## src/rtl/gray_arb_pkg.sv

```systemverilog
// gray_arb_pkg: shared types, limits and round-robin search for gray_conv_arbiter
package gray_arb_pkg;

    localparam int N_REQ_MIN = 2;
    localparam int N_REQ_MAX = 16;
    localparam int WIDTH_MIN = 2;
    localparam int IDX_W     = 4;

    typedef enum logic {IDLE, FULL} state_t;

    typedef struct packed {
        logic             found;
        logic [IDX_W-1:0] idx;
    } pick_t;

    // First set bit of valid searching last+1, last+2, ... modulo n
    function automatic pick_t rr_pick(input logic [N_REQ_MAX-1:0] valid,
                                      input logic [IDX_W-1:0] last,
                                      input int n);
        pick_t r;
        int j;
        r = '0;
        for (int k = 1; k <= N_REQ_MAX; k++) begin
            j = (int'(last) + k) % n;
            if (k <= n && !r.found && valid[j[IDX_W-1:0]]) begin
                r.found = 1'b1;
                r.idx   = IDX_W'(j);
            end
        end
        return r;
    endfunction

endpackage

```

## src/rtl/gray_xcode_core.sv

```systemverilog
// gray_xcode_core: combinational binary->Gray encoder, or Gray->binary decoder when decode=1
module gray_xcode_core #(
    parameter int WIDTH = 4
) (
    input  logic [WIDTH-1:0] din,
    input  logic             decode,
    output logic [WIDTH-1:0] dout
);

    logic [WIDTH-1:0] b2g;
    logic [WIDTH-1:0] g2b;

    // Encode is a single shifted XOR; decode is a prefix XOR from the MSB down
    always_comb begin
        b2g = din ^ (din >> 1);
        g2b[WIDTH-1] = din[WIDTH-1];
        for (int k = WIDTH - 2; k >= 0; k--) g2b[k] = g2b[k+1] ^ din[k];
        dout = decode ? g2b : b2g;
    end

endmodule

```

## src/rtl/gray_conv_arbiter.sv

```systemverilog
// gray_conv_arbiter: round-robin shared Gray converter; GRAY_ARB_DECODE_EN adds per-port Gray->binary mode
module gray_conv_arbiter
    import gray_arb_pkg::*;
#(
    parameter  int N_REQ = 4,
    parameter  int WIDTH = 4,
    localparam int ID_W  = $clog2(N_REQ)
) (
    input  logic                   clk,
    input  logic                   rst_n,
    input  logic [N_REQ-1:0]       req_valid,
    input  logic [N_REQ*WIDTH-1:0] req_data,
`ifdef GRAY_ARB_DECODE_EN
    input  logic [N_REQ-1:0]       req_decode,
`endif
    output logic [N_REQ-1:0]       req_ready,
    output logic                   out_valid,
    output logic [WIDTH-1:0]       out_data,
    output logic [ID_W-1:0]        out_id,
    input  logic                   out_ready
);

    state_t           state;
    logic [ID_W-1:0]  last_grant;
    pick_t            pick;
    logic             can_accept;
    logic             grant;
    logic [ID_W-1:0]  win;
    logic [WIDTH-1:0] win_data;
    logic             win_dec;
    logic [WIDTH-1:0] xcode;

    // Grant: one-hot on the round-robin winner whenever the result register can take a word
    always_comb begin
        can_accept = (state == IDLE) | out_ready;
        pick       = rr_pick(N_REQ_MAX'(req_valid), IDX_W'(last_grant), N_REQ);
        win        = ID_W'(pick.idx);
        grant      = rst_n & can_accept & pick.found;
        req_ready  = grant ? N_REQ'(1) << win : '0;
        win_data   = req_data[win*WIDTH +: WIDTH];
`ifdef GRAY_ARB_DECODE_EN
        win_dec    = req_decode[win];
`else
        win_dec    = 1'b0;
`endif
    end

    gray_xcode_core #(.WIDTH(WIDTH)) u_xcode (
        .din    (win_data),
        .decode (win_dec),
        .dout   (xcode)
    );

    // FSM and result register: load on handshake, empty on drain, hold under backpressure
    always_ff @(posedge clk) begin
        if (!rst_n) begin
            state      <= IDLE;
            out_valid  <= 1'b0;
            out_data   <= '0;
            out_id     <= '0;
            last_grant <= ID_W'(N_REQ - 1);
        end else if (grant) begin
            state      <= FULL;
            out_valid  <= 1'b1;
            out_data   <= xcode;
            out_id     <= win;
            last_grant <= win;
        end else if (out_ready) begin
            state      <= IDLE;
            out_valid  <= 1'b0;
        end
    end

endmodule
```

## config.mk

```make
export PLATFORM = sky130hd
export DESIGN_NAME = gray_conv_arbiter
export DESIGN_NICKNAME = d
export VERILOG_FILES = /design/src/rtl/gray_arb_pkg.sv /design/src/rtl/gray_xcode_core.sv /design/src/rtl/gray_conv_arbiter.sv
export SDC_FILE = /design/constraint.sdc
export NUM_CORES = 1
export LEC_CHECK = 0
export ABC_AREA = 1
export BUFFER_PORTS_ARGS = -buffer_cell sky130_fd_sc_hd__buf_4
export CAP_MARGIN = 10
export CORE_ASPECT_RATIO = 1.25
export CORE_MARGIN = 2
export CORE_UTILIZATION = 50
export CTS_CLUSTER_DIAMETER = 60
export DETAILED_ROUTE_END_ITERATION = 8
export PLACE_DENSITY = 0.77
export SLEW_MARGIN = 10
export SYNTH_ARGS = -nofsm -noshare
export SYNTH_HDL_FRONTEND = slang
export SYNTH_SLANG_ARGS = --single-unit
```

## constraint.sdc

```tcl
create_clock -name clk -period 2.8 [get_ports clk]
set_clock_uncertainty 0.2 [all_clocks]
set_input_delay 0.56 -clock clk [delete_from_list [all_inputs] [get_ports clk]]
set_output_delay 0.56 -clock clk [all_outputs]
set_load 0.005 [all_outputs]
```

==> results of run 1 <==
[cells in the final DEF (no fill, tap or decap)]
cell type	n
sky130_fd_sc_hd__nor2_1	6
sky130_fd_sc_hd__nand3_2	2
sky130_fd_sc_hd__nand4_1	1
sky130_fd_sc_hd__inv_1	18
sky130_fd_sc_hd__nand3_1	33
sky130_fd_sc_hd__dfxtp_2	1
sky130_fd_sc_hd__dfxtp_4	1
sky130_fd_sc_hd__nand2_1	50
sky130_fd_sc_hd__nand3b_1	2
sky130_fd_sc_hd__o31ai_1	1
sky130_fd_sc_hd__nor2_2	1
sky130_fd_sc_hd__inv_2	2
sky130_fd_sc_hd__inv_4	1
sky130_fd_sc_hd__nand3_4	1
sky130_fd_sc_hd__nand2_2	12
sky130_fd_sc_hd__buf_4	37
sky130_fd_sc_hd__a21oi_4	1
sky130_fd_sc_hd__a21oi_1	1
sky130_fd_sc_hd__inv_12	1
sky130_fd_sc_hd__dfxtp_1	7
sky130_fd_sc_hd__nor2_4	2
sky130_fd_sc_hd__clkbuf_1	1
sky130_fd_sc_hd__o21ai_1	1
sky130_fd_sc_hd__o21ai_0	3
sky130_fd_sc_hd__nand2_4	11
sky130_fd_sc_hd__clkbuf_4	3
[cell type report]
class / instances / area [um^2]
Inverter: 22 / 97.6
Sequential cell: 9 / 185
Timing Repair Buffer: 37 / 278
Clock buffer: 4 / 26.3
Fill cell: 193 / 659
Tap cell: 20 / 25.0
Multi-Input combinational cell: 128 / 711
[what timing repair did]
action | in CTS | in global routing
endpoints found under the setup margin | 4 | 4
resized for setup | 1 | 2
setup buffers | 0 | 0
[routing by layer]
layer / share of wire / vias up / GRT usage
met4: 0.011 / 0 / 0.0441
met2: 0.56 / 19 / 0.425
met3: 0.032 / 4 / 0.0487
met1: 0.39 / 495 / 0.231
li1: - / 586 / -
met5: 0 / - / 0
[cells by family (layout without fill, tap and decap cells)]
logic type | count (synthesis) | in the layout | share of synthesized area
DFF | 9 | 9 | 0.172
buffers and inverters | 28 | 63 | 0.147
AOI/OAI and AO/OA | 7 | 7 | 0.0467
and+or+nand+nor | 121 | 121 | 0.634
[per-stage QoR]
stage | cell area [um^2] | worst slack [ns]
finish | 1320 | 0.179
global route | 1320 | 0.0116
CTS | 1320 | 0.0951
detailed placement | 1290 | 0.188
global placement | 1290 | 0.231
floorplan | 1040 | 0.432
[worst min-delay path by stage]
stage / end / depth (start not counted)
2_1_floorplan: out_id[1]$_SDFFE_PN0P_ / 2
3_3_place_gp: out_id[1]$_SDFFE_PN0P_ / 2
3_5_place_dp: out_id[1]$_SDFFE_PN0P_ / 2
4_1_cts: out_id[1]$_SDFFE_PN0P_ / 2
5_1_grt: out_data[3]$_SDFFE_PN0P_ / 2
6_report: out_id[1]$_SDFFE_PN0P_ / 2
[cells in the mapped netlist (2+ instances only)]
| library cell | count | area share |
|---|---|---|
| sky130_fd_sc_hd__dfxtp_1 | 9 | 0.17 |
| sky130_fd_sc_hd__o21ai_0 | 3 | 0.014 |
| sky130_fd_sc_hd__nand3_1 | 33 | 0.16 |
| sky130_fd_sc_hd__nand2_1 | 50 | 0.18 |
| sky130_fd_sc_hd__nand2_4 | 11 | 0.12 |
| sky130_fd_sc_hd__nand3b_1 | 2 | 0.014 |
| sky130_fd_sc_hd__inv_2 | 2 | 0.0072 |
| sky130_fd_sc_hd__nand2_2 | 12 | 0.072 |
| sky130_fd_sc_hd__inv_1 | 18 | 0.065 |
| sky130_fd_sc_hd__nor2_4 | 2 | 0.022 |
| sky130_fd_sc_hd__buf_6 | 4 | 0.043 |
| sky130_fd_sc_hd__nand3_2 | 2 | 0.019 |
| sky130_fd_sc_hd__nor2_1 | 6 | 0.022 |
[sequential cells by signal, indices dropped and copies added, names as in the netlist]
| name | flops |
|---|---|
| out_id | 2 |
| last_grant | 2 |
| state | 1 |
| out_data | 4 |
[worst max-delay path, delay by kind of cell, from the launching register on]
kind,cells,cell delay (ns)
AND/OR/NAND/NOR,8,0.81
buffers and inverters,3,0.36
flip-flops,1,0.44
[power by group]
| part | internal [mW] | switching (mW) |
|---|---|---|
| registers | 0.191 | 0.0630 |
| clock network | 0.0550 | 0.0459 |
| logic | 0.562 | 0.929 |
| total | 0.808 | 1.04 |
==> flow_summary_export.csv, run 1 <==
group,metric,value,unit
die,fp.dieArea,2470,um^2
pwr,post-layout-total-power,1.85,mW
die,die_width,44.9,um
drt,routed_wirelength,2380,um
cts,clkSinkCount,9,
final_layout,postLayoutCoreUtil,0.667,
grt,gr-usage-all-layers,0.215,
pwr,irDropWorstVdd,0.838,mV
timing,finalHoldViolCount,0,
timing,report.final.setup_viol,0,
timing,tightestPinTransition,0.259,ns
final_layout,design.final.nets,224,
grt,largest_net_degree_at_the_start_of_global_routing,15,
setup_path,worst_r2r_path_depth,16,
grt,grt_antenna_before_repair,0,
die,placement_rows,18,
yosys,dominantRegCellSynth,"sky130_fd_sc_hd__dfxtp_1",
setup_path,endpoint_kind,"primary output",
grt,grt_pass1_wl,3930,um
placed_design,placedCellCount,216,
cts,clk_pin_slew,0.06,ns
timing,max-slew-margin-rel,0.827,
setup_path,timing.critical_path.required,2.04,ns
yosys,asyncSetResetFlopFracSynth,0,
placed_design,number_of_port_buffers,33,
yosys,syn_inst,165,
outcome,run_status,"finished clean",
grt,number_of_global_route_vias_before_repair,981,
yosys,synth.distinct_cells,24,
final_layout,post_layout_nonfiller_instances,220,
cts,clk_latency,0.26,ns
cts,cts.hold.buffers_added,0,
setup_path,setup.reg_to_reg.worst_slack,0.59,ns
setup_path,worst_endpoint_data_arrival_time,1.86,ns
drt,routed_wire_length_per_instance,10.8,um
cts,cts_max_level,1,
die,die-height,55.1,um
setup_path,critical_path.max_stage_delay,0.44,ns
yosys,post_synth.cell_area_avg,6.33,um^2
setup_path,top_fanout_value_on_the_critical_path,9,
setup_path,worst_r2r_startpoint,"last_grant[0]$_SDFFE_PN1P_",
final_layout,antennaDiodeCount,0,
setup_path,critical_path.startpoint_type,"register",
flow_run,max-cap-violations,0,
cts,cts_tree,"built",
final_layout,area_growth,26.6,%
yosys,syn-cell-area,1040,um^2
timing,setup_tns,0,ns
setup_path,timing.critical_path.cells,"nand2_1, nand2_4, nand2_1, nand2_2, inv_2, nand3_4, nand3_1, inv_1, nand3_1, nor2_1, buf_4",
drt,drt-pass1-iter-count,4,
timing,slew_violations,0,
yosys,yosys_warnings,0,
setup_path,timing.setup.critical_path_class,"register to primary output",
cts,cts-buffers-inserted,3,
pwr,leakagePower,0.750,nW
cts,clock_path_buffers,2,
setup_path,worstReg2RegEnd,"out_data[1]$_SDFFE_PN0P_",
setup_path,slowest_stage,"sky130_fd_sc_hd__dfxtp_4",
drt,avgViaCountPerCell,5.02,
hold_path,holdCritPathClass,"register to register",
yosys,mappedNetlistNets,188,
timing,finalHoldWorstSlack,0.272,ns
drt,drc,0,
timing,grt_setup_unrepaired,"false",
placed_design,final_weighted_congestion_in_routability_driven_placement,0.828,
placed_design,place.detailed.hpwl,1980,um
drt,drt.antenna.violating_nets,0,
setup_path,worst_setup_path_endpoint,"req_ready[2]",
drt,initial_drc_count,20,
yosys,postSynthRegisterBits,9,
timing,max_clock_freq,382,MHz
grt,grt_overflow_total,0,
die,boundaryPins,34,
timing,timing.final.crit_period,2.62,ns
yosys,post_synth_edffs,0,
drt,vias_after_detailed_routing,1104,
die,initial_core_util,0.527,
die,core_area,1980,um^2
pwr,cellPowerDensity,1400,nW/um^2
yosys,fraction_of_the_yosys_area_taken_by_sequential_cells,0.172,
hold_path,min-delay-start,"out_id[1]$_SDFFE_PN0P_",
cts,clock_tree.root_cell,"sky130_fd_sc_hd__clkbuf_4",
timing,final_min_period_over_clock_period,0.936,
setup_path,cp-startpoint,"last_grant[0]$_SDFFE_PN1P_",
final_layout,drive_gt1_frac,0.380,
Note: power is estimated with default switching activity, not from simulation.
==> run 2: changes to the inputs <==
--- a/config.mk
+++ b/config.mk
@@ -10,11 +10,13 @@
 export CAP_MARGIN = 10
 export CORE_ASPECT_RATIO = 1.25
 export CORE_MARGIN = 2
-export CORE_UTILIZATION = 50
+export CORE_UTILIZATION = 51
+export CTS_BUF_LIST = sky130_fd_sc_hd__clkbuf_8
 export CTS_CLUSTER_DIAMETER = 60
 export DETAILED_ROUTE_END_ITERATION = 8
-export PLACE_DENSITY = 0.77
+export PLACE_DENSITY = 0.8
 export SLEW_MARGIN = 10
 export SYNTH_ARGS = -nofsm -noshare
 export SYNTH_HDL_FRONTEND = slang
+export SYNTH_HIERARCHICAL = 1
 export SYNTH_SLANG_ARGS = --single-unit
==> flow_summary_export.csv, run 2 <==
group,metric,value,unit
setup_path,worst_r2r_startpoint,"last_grant[0]$_SDFFE_PN1P_",
yosys,synth_commonest_cells,"62 x sky130_fd_sc_hd__nand2_1, 21 x sky130_fd_sc_hd__nand3_1, 20 x sky130_fd_sc_hd__inv_1, 12 x sky130_fd_sc_hd__nand2_2, 9 x sky130_fd_sc_hd__dfxtp_1",
setup_path,worstReg2RegEnd,"out_data[0]$_SDFFE_PN0P_",
die,fp.dieArea,2210,um^2
setup_path,crit_path_frequent_cell,"sky130_fd_sc_hd__nand2_1",
pwr,cellPowerDensity,1410,nW/um^2
yosys,post_synth.cell_area_avg,5.81,um^2
outcome,run_status,"finished clean",
timing,slew_violations,0,
setup_path,endpoint_kind,"primary output",
timing,final_min_period_over_clock_period,0.938,
yosys,netlist.area_leader.share,0.247,
timing,report.final.setup_viol,0,
drt,drt-pass1-iter-count,4,
drt,drc,0,
cts,cts_max_level,1,
flow_run,max-cap-violations,0,
placed_design,number_of_port_buffers,33,
final_layout,filler_cell_count,163,
grt,largest_net_degree_at_the_start_of_global_routing,13,
yosys,synth.distinct_cells,25,
setup_path,worst_endpoint_data_arrival_time,1.87,ns
setup_path,setup.reg_to_reg.worst_slack,0.51,ns
yosys,yosys_warnings,6,
grt,gr-usage-all-layers,0.211,
timing,grt_setup_unrepaired,"false",
final_layout,area_growth,31.6,%
drt,drt.antenna.violating_nets,0,
timing,max_clock_freq,381,MHz
final_layout,final_common_cell,"sky130_fd_sc_hd__nand2_1",
setup_path,timing.setup.critical_path_class,"register to primary output",
yosys,fraction_of_the_yosys_area_taken_by_sequential_cells,0.191,
cts,cts-buffers-inserted,3,
grt,grt_antenna_before_repair,0,
final_layout,design.final.nets,222,
setup_path,critical_path.max_stage_delay,0.43,ns
die,placement_rows,17,
placed_design,detailed_place.area,1190,um^2
timing,setup_tns,0,ns
final_layout,area_taken_by_flip_flops_and_latches,183,um^2
setup_path,worst_setup_path_endpoint,"req_ready[1]",
yosys,synthDominantAreaCellType,"sky130_fd_sc_hd__nand2_1",
cts,total_setup_buffers_inserted_after_cts,0,
drt,vias_after_detailed_routing,1056,
setup_path,worst_r2r_path_depth,18,
final_layout,post-route-cell-area,1240,um^2
drt,routed_wirelength,2250,um
timing,timing.final.crit_period,2.63,ns
setup_path,critical_path.startpoint_type,"register",
pwr,leakagePower,0.734,nW
setup_path,timing.critical_path.required,2.04,ns
setup_path,slowest_stage,"sky130_fd_sc_hd__dfxtp_2",
setup_path,timing.critical_path.cells,"inv_4, nand2_1, nand2_2, nand2_1, nand2_1, inv_1, nand3_2, nand2_4, nand2_4, nor3_1, buf_4",
grt,grt_pass1_wl,3690,um
cts,clk_pin_slew,0.05,ns
yosys,syn-cell-area,941,um^2
final_layout,antennaDiodeCount,0,
drt,routed_wire_length_per_instance,10.4,um
yosys,post_synth_edffs,0,
hold_path,holdCritPathClass,"register to register",
final_layout,multiInputGateArea,636,um^2
die,die-height,52.0,um
cts,clk_latency,0.24,ns
final_layout,largest_reg_flops,4,
cts,clock_tree.root_cell,"sky130_fd_sc_hd__clkbuf_8",
cts,clock_path_buffers,2,
placed_design,placedCellCount,213,
yosys,syn_inst,162,
die,die_width,42.4,um
cts,cts_tree,"built",
pwr,irDropWorstVdd,0.790,mV
placed_design,place.detailed.hpwl,1740,um
grt,grt_overflow_total,0,
yosys,postSynthRegisterBits,9,
final_layout,regMostFlops,"out_data",
setup_path,top_fanout_value_on_the_critical_path,12,
final_layout,layout.cells.most_common_list,"62 x sky130_fd_sc_hd__nand2_1, 35 x sky130_fd_sc_hd__buf_4, 21 x sky130_fd_sc_hd__inv_1, 21 x sky130_fd_sc_hd__nand3_1, 12 x sky130_fd_sc_hd__nand2_2",
die,boundaryPins,34,
drt,initial_drc_count,23,
final_layout,drive_gt1_frac,0.333,
drt,avgViaCountPerCell,4.87,
die,initial_core_util,0.539,
yosys,asyncSetResetFlopFracSynth,0,
final_layout,largestRegisters,"out_data (4), last_grant (2), out_id (2)",
grt,number_of_global_route_vias_before_repair,955,
die,core_area,1740,um^2
placed_design,final_weighted_congestion_in_routability_driven_placement,0.840,
setup_path,cp-startpoint,"last_grant[0]$_SDFFE_PN1P_",
timing,finalHoldViolCount,0,
cts,clkSinkCount,9,
yosys,synth_most_common_cell,"sky130_fd_sc_hd__nand2_1",
final_layout,post_layout_nonfiller_instances,217,
cts,cts.hold.buffers_added,0,
yosys,synth.top_cells.by_area,"sky130_fd_sc_hd__nand2_1 25%, sky130_fd_sc_hd__dfxtp_1 19%, sky130_fd_sc_hd__nand3_1 11%, sky130_fd_sc_hd__inv_1 8.0%, sky130_fd_sc_hd__nand2_2 8.0%",
yosys,dominantRegCellSynth,"sky130_fd_sc_hd__dfxtp_1",
[run 2: cell count changes in the layout (fill, tap and decap cells not counted), moves of 2 or more]
cell                       delta
sky130_fd_sc_hd__buf_4        -2
sky130_fd_sc_hd__clkbuf_4     -3
sky130_fd_sc_hd__clkbuf_8     +3
sky130_fd_sc_hd__conb_1       +3
sky130_fd_sc_hd__inv_1        +3
sky130_fd_sc_hd__nand2_1     +12
sky130_fd_sc_hd__nand2_4      -6
sky130_fd_sc_hd__nand3_1     -12
[run 2: final cells by class]
cell class | count | area share
inverters | 23 | 0.0717
clock buffers | 3 | 0.0333
clock inverters | 1 | 0.00303
flip-flops and latches | 9 | 0.147
well taps | 19 | 0.0192
repair buffers | 35 | 0.212
multi-input cells | 127 | 0.513
[run 2: logic make-up after synthesis]
kind of cell	share of synthesized area
AO/OA/AOI/OAI	0.0532
flip-flops	0.191
AND/OR/NAND/NOR	0.601
other	0.00399
XOR/XNOR	0.00931
buffers and inverters	0.141
[run 2: timing repair]
action,in CTS,in global routing
resized for setup,0,3
setup endpoints to repair,0,4
hold endpoints to repair,0,0
[run 2: how the worst min path moves through the flow]
stage	cells after the start	start	end	slack, ns
final	2	out_data[2]$_SDFFE_PN0P_	out_data[2]$_SDFFE_PN0P_	0.27
after global placement	2	out_data[1]$_SDFFE_PN0P_	out_data[1]$_SDFFE_PN0P_	0.25
after detailed placement	2	out_data[2]$_SDFFE_PN0P_	out_data[2]$_SDFFE_PN0P_	0.26
after floorplan	2	out_id[1]$_SDFFE_PN0P_	out_id[1]$_SDFFE_PN0P_	0.26
after CTS	2	out_data[2]$_SDFFE_PN0P_	out_data[2]$_SDFFE_PN0P_	0.26
after global routing	2	out_data[3]$_SDFFE_PN0P_	out_data[3]$_SDFFE_PN0P_	0.28
[run 2: power by group]
| group | internal (mW) | switching (mW) | total [mW] |
|---|---|---|---|
| Sequential | 0.185 | 0.0547 | 0.240 |
| Clock | 0.0959 | 0.0551 | 0.151 |
| Combinational | 0.511 | 0.840 | 1.35 |
[run 2: routing by layer]
metal / GRT usage / wire, um / vias up / part of all wire
met1: 0.254 / 1040 / 460 / 0.46
met3: 0.0243 / 92 / 0 / 0.041
met5: 0 / 0 / - / 0
met4: 0.0469 / 0 / 0 / 0
li1: - / - / 571 / -
met2: 0.395 / 1120 / 25 / 0.50
[run 2: worst max-delay path, delay by kind of cell, from the launching register on]
kind / cells / cell delay [ns]
buf+inv: 3 / 0.34
flops: 1 / 0.43
simple gates: 8 / 0.84
[run 2: metrics by stage]
stage	hold WS [ns]	util	total power [mW]	setup WS, ns
2_1_floorplan	0.258	-	1.36	0.499
6_report	0.266	0.710	1.74	0.174
4_1_cts	0.264	0.707	1.72	0.0288
3_5_place_dp	0.258	0.681	1.57	0.207
3_3_place_gp	0.255	0.681	1.53	0.256
5_1_grt	0.284	0.710	1.94	0.0113
